[src/rtl/mem_port_arbiter.sv]
// Arbiter sharing one single-port memory between instruction fetch and load/store.
// Define ARB_TIMEOUT_EN to abandon an access after MAX_WAIT cycles without mem_ack.
module mem_port_arbiter #(
    parameter int ADDR_W   = 32,
    parameter int DATA_W   = 32,
    parameter int MAX_WAIT = 15
) (
    input  logic              clk,
    input  logic              rst,
    input  logic              if_req,
    input  logic [ADDR_W-1:0] if_addr,
    output logic              if_gnt,
    output logic              if_rvalid,
    output logic [DATA_W-1:0] if_rdata,
    input  logic              d_req,
    input  logic              d_we,
    input  logic [ADDR_W-1:0] d_addr,
    input  logic [DATA_W-1:0] d_wdata,
    output logic              d_gnt,
    output logic              d_rvalid,
    output logic [DATA_W-1:0] d_rdata,
    output logic              mem_req,
    output logic              mem_we,
    output logic [ADDR_W-1:0] mem_addr,
    output logic [DATA_W-1:0] mem_wdata,
    input  logic              mem_ack,
    input  logic [DATA_W-1:0] mem_rdata,
    output logic              stall,
    output logic              err
);

    typedef enum logic [1:0] {
        S_IDLE,
        S_IF_BUSY,
        S_D_BUSY,
        S_RESP
    } state_t;

    state_t            r_state;
    state_t            w_next;
    logic              r_last_was_d;
    logic              r_mem_req;
    logic              r_mem_we;
    logic [ADDR_W-1:0] r_mem_addr;
    logic [DATA_W-1:0] r_mem_wdata;
    logic              r_if_rvalid;
    logic              r_d_rvalid;
    logic [DATA_W-1:0] r_if_rdata;
    logic [DATA_W-1:0] r_d_rdata;
    logic              r_err;
    logic              w_if_win;
    logic              w_d_win;
    logic              w_busy;
    logic              w_timeout;

    assign w_busy = (r_state == S_IF_BUSY) || (r_state == S_D_BUSY);

`ifdef ARB_TIMEOUT_EN
    localparam int CNT_W = $clog2(MAX_WAIT + 1);

    logic [CNT_W-1:0] r_wait_cnt;

    // Restarts on every grant, so the count is fresh on entry to x_BUSY.
    always_ff @(posedge clk or posedge rst) begin
        if (rst) begin
            r_wait_cnt <= '0;
        end else if (w_if_win || w_d_win) begin
            r_wait_cnt <= '0;
        end else if (w_busy && !mem_ack && (r_wait_cnt != CNT_W'(MAX_WAIT))) begin
            r_wait_cnt <= r_wait_cnt + CNT_W'(1);
        end
    end

    assign w_timeout = w_busy && !mem_ack && (r_wait_cnt == CNT_W'(MAX_WAIT));
`else
    assign w_timeout = 1'b0 & (MAX_WAIT > 0);
`endif

    always_ff @(posedge clk or posedge rst) begin
        if (rst) begin
            r_state <= S_IDLE;
        end else begin
            r_state <= w_next;
        end
    end

    // D wins a tie unless the previous completed access was also D.
    always_comb begin
        w_next   = r_state;
        w_if_win = 1'b0;
        w_d_win  = 1'b0;
        case (r_state)
            S_IDLE: begin
                if (d_req && (!if_req || !r_last_was_d)) begin
                    w_d_win = 1'b1;
                    w_next  = S_D_BUSY;
                end else if (if_req) begin
                    w_if_win = 1'b1;
                    w_next   = S_IF_BUSY;
                end
            end
            S_IF_BUSY, S_D_BUSY: begin
                if (mem_ack || w_timeout) begin
                    w_next = S_RESP;
                end
            end
            S_RESP: begin
                w_next = S_IDLE;
            end
            default: begin
                w_next = S_IDLE;
            end
        endcase
    end

    always_ff @(posedge clk or posedge rst) begin
        if (rst) begin
            r_mem_req    <= 1'b0;
            r_mem_we     <= 1'b0;
            r_mem_addr   <= '0;
            r_mem_wdata  <= '0;
            r_if_rvalid  <= 1'b0;
            r_d_rvalid   <= 1'b0;
            r_if_rdata   <= '0;
            r_d_rdata    <= '0;
            r_err        <= 1'b0;
            r_last_was_d <= 1'b0;
        end else begin
            r_if_rvalid <= 1'b0;
            r_d_rvalid  <= 1'b0;
            r_err       <= 1'b0;
            case (r_state)
                S_IDLE: begin
                    if (w_d_win) begin
                        r_mem_req   <= 1'b1;
                        r_mem_we    <= d_we;
                        r_mem_addr  <= d_addr;
                        r_mem_wdata <= d_wdata;
                    end else if (w_if_win) begin
                        r_mem_req   <= 1'b1;
                        r_mem_we    <= 1'b0;
                        r_mem_addr  <= if_addr;
                        r_mem_wdata <= '0;
                    end
                end
                S_IF_BUSY: begin
                    if (mem_ack || w_timeout) begin
                        r_mem_req   <= 1'b0;
                        r_if_rvalid <= 1'b1;
                        r_if_rdata  <= mem_ack ? mem_rdata : '0;
                        r_err       <= !mem_ack;
                    end
                end
                S_D_BUSY: begin
                    if (mem_ack || w_timeout) begin
                        r_mem_req  <= 1'b0;
                        r_mem_we   <= 1'b0;
                        r_d_rvalid <= 1'b1;
                        r_d_rdata  <= (mem_ack && !r_mem_we) ? mem_rdata : '0;
                        r_err      <= !mem_ack;
                    end
                end
                S_RESP: begin
                    r_last_was_d <= r_d_rvalid;
                end
                default: begin
                    r_mem_req <= 1'b0;
                end
            endcase
        end
    end

    assign if_gnt    = w_if_win;
    assign d_gnt     = w_d_win;
    assign mem_req   = r_mem_req;
    assign mem_we    = r_mem_we;
    assign mem_addr  = r_mem_addr;
    assign mem_wdata = r_mem_wdata;
    assign if_rvalid = r_if_rvalid;
    assign if_rdata  = r_if_rdata;
    assign d_rvalid  = r_d_rvalid;
    assign d_rdata   = r_d_rdata;
    assign err       = r_err;

    // The response cycle releases the pipeline even if a new request is waiting.
    assign stall = (r_state != S_RESP) && ((r_state != S_IDLE) || if_req || d_req);

endmodule

[config.mk]
export PLATFORM = sky130hd
export DESIGN_NAME = mem_port_arbiter
export DESIGN_NICKNAME = d
export VERILOG_FILES = /design/src/rtl/mem_port_arbiter.sv
export SDC_FILE = /design/constraint.sdc
export NUM_CORES = 1
export LEC_CHECK = 0
export BUFFER_PORTS_ARGS = -buffer_cell sky130_fd_sc_hd__buf_2
export CORE_MARGIN = 2
export CORE_UTILIZATION = 30
export CTS_CLUSTER_DIAMETER = 150
export DETAILED_ROUTE_END_ITERATION = 6
export GPL_ROUTABILITY_DRIVEN = 0
export SLEW_MARGIN = 30
export SYNTH_ARGS = -nofsm -noshare
export SYNTH_HDL_FRONTEND = slang
export SYNTH_SLANG_ARGS = --single-unit
[constraint.sdc]
create_clock -name clk -period 4.2 [get_ports clk]
set_input_delay 0.63 -clock clk [delete_from_list [all_inputs] [get_ports clk]]
set_output_delay 0.63 -clock clk [all_outputs]
set_load 0.01 [all_outputs]
==> results.ini, run 1 <==
[outcome]
run_status = finished, final reports clean

[setup_path]
worstPathArrival_ns = 2.44
startpoint_type = flop
criticalPathCategory = reg2out
critical-path-top-delay-family = simple AND/OR/NAND/NOR gates
timing.critical_path.required_ns = 3.57
critical_path.n_buffers_inverters = 2
rr_worst_depth = 6
crit_cells = 5
timing.critical_path.fanout_max = 16
cpPeakStageDelay_ns = 0.68
worst_setup_path_end_kind = output port
critical_path.slowest_cell = sky130_fd_sc_hd__nor3b_1
crit_chain = inv_1 > ha_1 > nor3b_1 > nor2_1 > buf_2

[timing]
worst_slew_pin_slew_ns = 0.802
finalWorstSetupSlack_ns = 1.13
setup_viol_count_final = 0
fin_worst_skew_ns = 0.00716
timing.final.crit_period_ns = 3.07
fmaxAchievable_mhz = 325
post-route-period-util = 0.732
grt_setup_unrepaired = false
finalHoldViolations = 0
holdWs_ns = 0.388
timing_max_transition_violations_final = 0
relSlewSlack = 0.465
totalNegativeSetupSlack_ns = 0

[cells_and_area]
area_growth_from_synthesis_to_final_layout_pct = 38.7
drive_gt1_frac = 0.449
final_core_utilization = 0.426
diodes = 0
filler_cell_count = 1791
postLayoutCellArea_um2 = 7670
design.final.nets = 893
finalNonFillerCells = 997

[logic_synthesis]
postSynth.topFlopCell = sky130_fd_sc_hd__dfrtp_1
synth_area_leaders = sky130_fd_sc_hd__dfrtp_1 (61%), sky130_fd_sc_hd__o21ai_0 (9.0%), sky130_fd_sc_hd__mux2_2 (6.5%)
synth_edf_count = 0
avgSynthCellArea_um2 = 11.1
async_reset_ff_frac = 1.00
synth.largest_area_cell = sky130_fd_sc_hd__dfrtp_1
yosysMostFrequentCell = sky130_fd_sc_hd__dfrtp_1
synth_fp_nets = 637
netlist_top_cells_count = sky130_fd_sc_hd__dfrtp_1 (135), sky130_fd_sc_hd__o21ai_0 (99), sky130_fd_sc_hd__nand2_1 (68), sky130_fd_sc_hd__a21oi_1 (34), sky130_fd_sc_hd__nand2b_1 (33)
ys_warn_count = 0
netlist-cell-type-count = 28
synth_largest_type_area_fraction = 0.611
ys_ff_latch = 135
postSynthCellCount = 499
part_of_the_yosys_area_used_for_sequential_elements = 0.611
synth.cell_area_um2 = 5530

[clocking]
post_cts.resized_instances = 0
numCtsBuffers = 17
clock_sink_count = 135
cts_hold_buf = 0
clk_pin_slew_worst_paths_ns = 0.06
tritoncts_clock_tree = yes
cts_root_buf = sky130_fd_sc_hd__clkbuf_16
postCtsSetupBuffers = 0
htree_levels = 4
cts_max_path_buffers = 2
clkLatencyLatePin_ns = 0.41

[grt]
grt_max_degree = 136
antenna_violations_before_repair = 0
grt_first_pass_wirelength_mm = 25.3
grt.overflow.total = 0
globalRouteTotalUtil = 0.162
number_of_global_route_vias_before_repair = 4679

[power]
power_density_nw_per_um2 = 774
power_mw = 5.94
peakVddDrop_mv = 0.308
leakage_nw = 3.94

[run]
maxCapViolations = 0

[floorplan]
rows = 49
io_pins = 270
die_x_um = 140
die_outline_area_um2 = 19500
design.core.area_um2 = 18000
fp.dieH_um = 140
floorplan.initialDensity = 0.307

[placed_design]
numPortBuffers = 268
numPlacedInstances = 965
post-place-ws_ns = 1.37
dp_hpwl_mm = 10.6
place_area_um2 = 7060

[drt]
vias = 4671
drt_iter0_markers = 242
drt-vias-per-instance = 4.69
detail_route.drc_violations = 0
drt_first_pass_iters = 4
postRouteAntennaNets = 0
wirelength_mm = 15.7
routed_wire_length_per_instance_um = 15.8

[worst_hold_path]
hp-class = in2async

==> cell type report <==
| type | instances | area [µm²] | share of cell area |
|---|---|---|---|
| Multi-Input combinational cell | 319 | 1960 | 0.255 |
| Inverter | 7 | 30.0 | 0.00391 |
| Sequential cell | 135 | 3380 | 0.440 |
| Clock inverter | 11 | 135 | 0.0176 |
| Timing Repair Buffer | 275 | 1410 | 0.183 |
| Tap cell | 229 | 287 | 0.0373 |
| Clock buffer | 21 | 480 | 0.0626 |
==> where the power goes <==
part,internal (mW),leakage [nW],switching (mW),total (mW)
combinational,0.969,1.96,1.25,2.22
clock,0.948,0.293,0.598,1.55
sequential,1.88,1.69,0.285,2.17
total,3.80,3.94,2.14,5.94
==> worst paths after layout <==
path                                 end  slack [ns]         from
max                                stall        1.13   r_state[0]
min                         mem_addr[21]        0.39          rst
max reg2reg                mem_wdata[29]        1.69   r_state[0]
min reg2reg                  mem_addr[7]        0.47  mem_addr[7]
max in group asynchronous    mem_addr[9]        3.16          rst
min in group clk           mem_wdata[26]        0.44  d_wdata[26]
==> kinds of logic (layout without fill, tap and decap cells) <==
kind of cell | Yosys count | in the layout | synth area share
AO/OA/AOI/OAI | 174 | 174 | 0.185
flip-flops | 135 | 135 | 0.611
AND/OR/NAND/NOR | 107 | 107 | 0.0891
buffers and inverters | 45 | 314 | 0.0387
multiplexers | 33 | 33 | 0.0669
adder cells (fa/ha/maj) | 4 | 4 | 0.00905
other | 1 | 1 | 0.000678
==> placed cells by master (no fill, tap or decap), types with 2 or more instances in the layout <==
cell type                      n
sky130_fd_sc_hd__clkinv_4      2
sky130_fd_sc_hd__inv_1         6
sky130_fd_sc_hd__a22o_1       32
sky130_fd_sc_hd__inv_6         4
sky130_fd_sc_hd__nand2_1      67
sky130_fd_sc_hd__buf_4         6
sky130_fd_sc_hd__ha_1          4
sky130_fd_sc_hd__mux2_2       32
sky130_fd_sc_hd__buf_2       268
sky130_fd_sc_hd__nor2_1        3
sky130_fd_sc_hd__dfrtp_1     135
sky130_fd_sc_hd__clkbuf_8      4
sky130_fd_sc_hd__clkinvlp_4    4
sky130_fd_sc_hd__a21oi_1      34
sky130_fd_sc_hd__clkbuf_16    17
sky130_fd_sc_hd__nand2b_1     33
sky130_fd_sc_hd__bufinv_16     2
sky130_fd_sc_hd__o21ai_0      99
==> tightest hold or removal path: stages <==
cell	delay, ns
sky130_fd_sc_hd__buf_2	0.11
sky130_fd_sc_hd__clkinvlp_4	0.07
sky130_fd_sc_hd__buf_12	0.48
==> registers in the layout, summed over array words and instances, names as in the netlist, 2 cells and up <==
signal     flops
d_rdata       32
r_state        2
mem_addr      32
if_rdata      32
mem_wdata     32
==> metal layers <==
layer,global-route usage,up-vias,share of wire
met2,0.263,188,0.48
met5,0,-,0
met1,0.213,2225,0.44
met3,0.0451,16,0.070
met4,0.0453,0,0.013
li1,-,2242,-
Note: power is estimated with default switching activity, not from simulation.
==> inputs of run 2 (changes only) <==
- ABC_AREA: not set -> 1
- clock period: 4.2 -> 2.7 ns (I/O delays scaled with it)
==> run 2 against run 1 <==
Against the previous run: sequential power is 60% higher; cell area is 3.7% higher; sequential share of layout area is 1.6 points lower.
==> results.ini, run 2 <==
[logic_synthesis]
avgSynthCellArea_um2 = 8.57
synth_area_leaders = sky130_fd_sc_hd__dfrtp_1 (59%), sky130_fd_sc_hd__nand2_1 (18%), sky130_fd_sc_hd__inv_1 (4.8%)
netlist_top_cells_count = sky130_fd_sc_hd__nand2_1 (278), sky130_fd_sc_hd__dfrtp_1 (135), sky130_fd_sc_hd__inv_1 (73), sky130_fd_sc_hd__o21ai_0 (54)
yosysMostFrequentCell = sky130_fd_sc_hd__nand2_1
part_of_the_yosys_area_used_for_sequential_elements = 0.588
ys_ff_latch = 135
synth.cell_area_um2 = 5740
netlist-cell-type-count = 23
postSynthCellCount = 670
ys_warn_count = 0
synth_largest_type_area_fraction = 0.588
synth_fp_nets = 808
async_reset_ff_frac = 1.00
synth_edf_count = 0
postSynth.topFlopCell = sky130_fd_sc_hd__dfrtp_1
synth.largest_area_cell = sky130_fd_sc_hd__dfrtp_1

[floorplan]
die_x_um = 142
design.core.area_um2 = 18800
io_pins = 270
fp.dieH_um = 142
die_outline_area_um2 = 20300
rows = 50
floorplan.initialDensity = 0.306

[clocking]
htree_levels = 4
postCtsSetupBuffers = 0
clock_sink_count = 135
tritoncts_clock_tree = yes
clk_pin_slew_worst_paths_ns = 0.06
clkLatencyLatePin_ns = 0.41
cts_root_buf = sky130_fd_sc_hd__clkbuf_16
numCtsBuffers = 17
cts_hold_buf = 0
cts_max_path_buffers = 2
post_cts.resized_instances = 0

[placed_design]
dp_hpwl_mm = 11.5
place_area_um2 = 7320
numPortBuffers = 268

[cells_and_area]
postLayoutCellArea_um2 = 7950
mostFrequentLayoutCells = sky130_fd_sc_hd__nand2_1 (277), sky130_fd_sc_hd__buf_2 (268), sky130_fd_sc_hd__dfrtp_1 (135)
design.final.nets = 1070
area_growth_from_synthesis_to_final_layout_pct = 38.5
final_core_utilization = 0.424
mostFrequentLayoutCell = sky130_fd_sc_hd__nand2_1
filler_cell_count = 1936
drive_gt1_frac = 0.340

[setup_path]
worst_setup_path_end_kind = output port
timing.critical_path.fanout_max = 14
cpPeakStageDelay_ns = 0.40
critical-path-top-delay-family = simple AND/OR/NAND/NOR gates
timing.critical_path.required_ns = 2.30
critical_path.slowest_cell = sky130_fd_sc_hd__dfrtp_1
critical_path.n_buffers_inverters = 2
crit_chain = nand2_1 > nand3_2 > inv_2 > buf_2
rr_worst_depth = 7
worstPathArrival_ns = 1.60
startpoint_type = flop
crit_cells = 4
criticalPathCategory = reg2out

[power]
combinational_power_share = 0.367
switching_power_mw = 3.54
power.share.sequential = 0.368
power.share.switching = 0.376
p_int_mw = 5.88
power_frac_clock = 0.265
power_density_nw_per_um2 = 1190
peakVddDrop_mv = 0.483
leakage_nw = 4.70

[timing]
relSlewSlack = 0.557
fmaxAchievable_mhz = 499
grt_setup_unrepaired = false
setup_viol_count_final = 0
worst_slew_pin_slew_ns = 0.664
totalNegativeSetupSlack_ns = 0
fin_worst_skew_ns = 0.00568
finalHoldViolations = 0
holdWs_ns = 0.0551
timing.final.crit_period_ns = 2.01
post-route-period-util = 0.743
timing_max_transition_violations_final = 0

[grt]
globalRouteTotalUtil = 0.165
grt_use_met1 = 0.201
antenna_violations_before_repair = 2
grt.overflow.total = 0
globalRoute.busiestLayer = met2
use_met2 = 0.271
number_of_global_route_vias_before_repair = 5173
met3_usage_in_global_routing = 0.0575
grt_first_pass_wirelength_mm = 26.2
grt_max_degree = 66

[drt]
wirelength_mm = 16.5
drt-vias-per-instance = 4.40
vias = 5189
drt_first_pass_iters = 4
routed_wire_length_per_instance_um = 14.0
postRouteAntennaNets = 0
drt_iter0_markers = 240
detail_route.drc_violations = 0

[run]
maxCapViolations = 0

[worst_hold_path]
hp-class = in2async

[outcome]
run_status = finished, final reports clean

## run 2: through the flow
stage	total power [mW]	setup WS [ns]	instances
detailed placement	7.02	0.917	1147
floorplan	5.51	0.616	670
global placement	6.97	0.969	1147
CTS	9.59	0.628	1179
finish	9.43	0.694	1180
global route	10.2	0.532	1180
## run 2: logic make-up after synthesis
group,Yosys count,synth area share
buf+inv,112,0.0808
mux,1,0.00196
other cells,1,0.000653
simple gates,351,0.262
flops,135,0.588
compound gates,66,0.0575
fa+ha+maj,4,0.00871
## run 2: area by class of cell
type | count | area [µm²] | share of cell area
Multi-Input combinational cell | 423 | 1900 | 0.239
Clock inverter | 14 | 196 | 0.0247
Sequential cell | 135 | 3380 | 0.425
Clock buffer | 18 | 439 | 0.0552
Tap cell | 234 | 293 | 0.0368
Timing Repair Buffer | 279 | 1450 | 0.182
Antenna cell | 1 | 2.50 | 0.000315
Inverter | 76 | 292 | 0.0367
## run 2: worst register-to-register path: stages, from the launching register on
cell and delay, ns:
sky130_fd_sc_hd__dfrtp_1 0.40, sky130_fd_sc_hd__inv_1 0.08, sky130_fd_sc_hd__ha_1 0.28, sky130_fd_sc_hd__inv_2 0.13
sky130_fd_sc_hd__nor2_4 0.08, sky130_fd_sc_hd__inv_4 0.47, sky130_fd_sc_hd__nand2_1 0.17, sky130_fd_sc_hd__nand2_1 0.10
## run 2: power by group through the flow
stage | clock network, mW | logic (mW) | registers (mW)
2_1_floorplan | 0 | 1.60 | 3.91
3_3_place_gp | 0 | 3.49 | 3.48
3_5_place_dp | 0 | 3.54 | 3.48
4_1_cts | 2.58 | 3.54 | 3.47
5_1_grt | 2.68 | 3.94 | 3.59
6_report | 2.50 | 3.46 | 3.47
## run 2: final timing paths
path / slack, ns / endpoint / from
worst max-delay path: 0.69 / d_gnt / r_last_was_d
worst min-delay path: 0.06 / if_rdata[10] / rst
worst max register to register: 0.93 / mem_addr[13] / r_state[0]
worst min register to register: 0.47 / mem_req / mem_req
max in group asynchronous: 1.98 / mem_addr[9] / rst
min in group clk: 0.18 / mem_wdata[9] / d_wdata[9]
## run 2: layer usage
layer / share of wire / vias up
li1: - / 2590
met3: 0.085 / 25
met2: 0.47 / 208
met4: 0.020 / 2
met5: 0.00079 / -
met1: 0.43 / 2364
==> inputs of run 3 (changes only) <==
- clock period: 2.7 -> 1.9 ns (I/O delays scaled with it)
==> run 3 against run 2 <==
Against the previous run: die area unchanged; clock skew increased by 0.0043 ns; non-clock buffer count grew 7; via count fell by 0.60%; combinational power rose by 46%; first-iteration DRC count fell by 7.1%; critical path type unchanged; critical endpoint unchanged; highest routed layer unchanged.
==> results.ini, run 3 (same netlist as run 2, synthesis figures left out) <==
[setup_path]
startpoint_type = flop
timing.critical_path.required_ns = 1.62
worst_setup_path_end_kind = output port
critical_path.slowest_cell = sky130_fd_sc_hd__dfrtp_1
worstPathArrival_ns = 1.53
crit_chain = inv_1 > ha_2 > nand3_2 > inv_6 > buf_2
criticalPathCategory = reg2out
cpPeakStageDelay_ns = 0.41
timing.critical_path.fanout_max = 6

[cells_and_area]
area_growth_from_synthesis_to_final_layout_pct = 39.0
drive_gt1_frac = 0.342
design.final.nets = 1077
postLayoutCellArea_um2 = 7990
finalNonFillerCells = 1186
mostFrequentLayoutCell = sky130_fd_sc_hd__nand2_1
diodes = 0
filler_cell_count = 1914
mostFrequentLayoutCells = sky130_fd_sc_hd__nand2_1 (277), sky130_fd_sc_hd__buf_2 (268), sky130_fd_sc_hd__dfrtp_1 (135)

[grt]
antenna_violations_before_repair = 1
number_of_global_route_vias_before_repair = 5251
globalRouteTotalUtil = 0.168
grt_max_degree = 65
grt.overflow.total = 0
grt_first_pass_wirelength_mm = 26.8

[clocking]
tritoncts_clock_tree = yes
htree_levels = 4
clk_pin_slew_worst_paths_ns = 0.06
clock_sink_count = 135
numCtsBuffers = 17
clkLatencyLatePin_ns = 0.42
cts_max_path_buffers = 2
cts_root_buf = sky130_fd_sc_hd__clkbuf_16

[timing]
worst_slew_pin_slew_ns = 0.641
grt_setup_unrepaired = false
fmaxAchievable_mhz = 552
finalHoldViolations = 0
timing_max_transition_violations_final = 0
holdWs_ns = 0.0668
relSlewSlack = 0.573
timing.final.crit_period_ns = 1.81
fin_worst_skew_ns = 0.0100
setup_viol_count_final = 0
post-route-period-util = 0.954

[power]
power_density_nw_per_um2 = 1660
leakage_nw = 4.71
peakVddDrop_mv = 0.714

[drt]
detail_route.drc_violations = 0
drt-vias-per-instance = 4.35
vias = 5158
postRouteAntennaNets = 0
routed_wire_length_per_instance_um = 14.1
drt_iter0_markers = 223
drt_first_pass_iters = 5
wirelength_mm = 16.7

[placed_design]
dp_hpwl_mm = 11.9
numPortBuffers = 268
place_area_um2 = 7390
numPlacedInstances = 1152

[floorplan]
rows = 50
design.core.area_um2 = 18800
floorplan.initialDensity = 0.306
io_pins = 270
fp.dieH_um = 142
die_x_um = 142
die_outline_area_um2 = 20300

[run]
maxCapViolations = 0

[outcome]
run_status = finished, final reports clean

[worst_hold_path]
hp-class = in2reg

==> run 3: critical path: cells and delay by family, from the launching register on <==
family	cells	cell delay [ns]
DFF	1	0.41
buffers and inverters	3	0.32
adders and majority gates	1	0.24
and+or+nand+nor	1	0.14
==> run 3: cell type report <==
cell class | instances | area, µm² | area share
flip-flops and latches | 135 | 3380 | 0.423
multi-input cells | 423 | 1910 | 0.239
repair buffers | 286 | 1540 | 0.193
clock buffers | 19 | 433 | 0.0542
inverters | 76 | 297 | 0.0371
well taps | 234 | 293 | 0.0367
clock inverters | 13 | 138 | 0.0172
==> run 3: where the power goes <==
group	internal, mW	switching [mW]	total, mW
Sequential	4.22	0.716	4.94
Combinational	1.99	3.07	5.05
Clock	1.84	1.38	3.23
Total	8.05	5.17	13.2
==> run 3: final timing paths <==
| kind | startpoint | to | slack [ns] | depth (start not counted) |
|---|---|---|---|---|
| worst min-delay path | d_wdata[31] | mem_wdata[31] | 0.07 | 3 |
| max in group asynchronous | rst | d_rdata[12] | 0.88 | 4 |
| worst max register to register | r_state[1] | mem_wdata[26] | 0.24 | 8 |
| worst max-delay path | r_state[1] | d_gnt | 0.09 | 5 |
| min in group asynchronous | rst | mem_wdata[4] | 0.44 | 3 |
| worst min register to register | mem_addr[8] | mem_addr[8] | 0.47 | 2 |
==> run 3: what timing repair did <==
| item | in CTS | in global routing |
|---|---|---|
| hold endpoints to repair | 12 | 0 |
| buffers inserted | 1 | 0 |
| resized for setup | 3 | 0 |
| hold buffers | 1 | 0 |
| setup endpoints to repair | 1 | 0 |
==> run 3: stage by stage <==
stage | total power, mW | setup TNS [ns] | setup WS [ns] | util
finish | 13.2 | 0 | 0.0883 | 0.426
global route | 14.3 | 0 | 0.0136 | 0.426
CTS | 13.4 | 0 | 0.0626 | 0.426
detailed placement | 10.1 | 0 | 0.205 | 0.394
global placement | 10.0 | 0 | 0.243 | 0.394
floorplan | 7.82 | -8.66 | -0.0642 | -
==> run 3: per-layer routing <==
layer | global-route usage | part of all wire | vias up
met2 | 0.278 | 0.46 | 194
met3 | 0.0602 | 0.081 | 24
met5 | 0 | 0.00078 | -
li1 | - | - | 2601
met1 | 0.204 | 0.44 | 2337
met4 | 0.0594 | 0.022 | 2
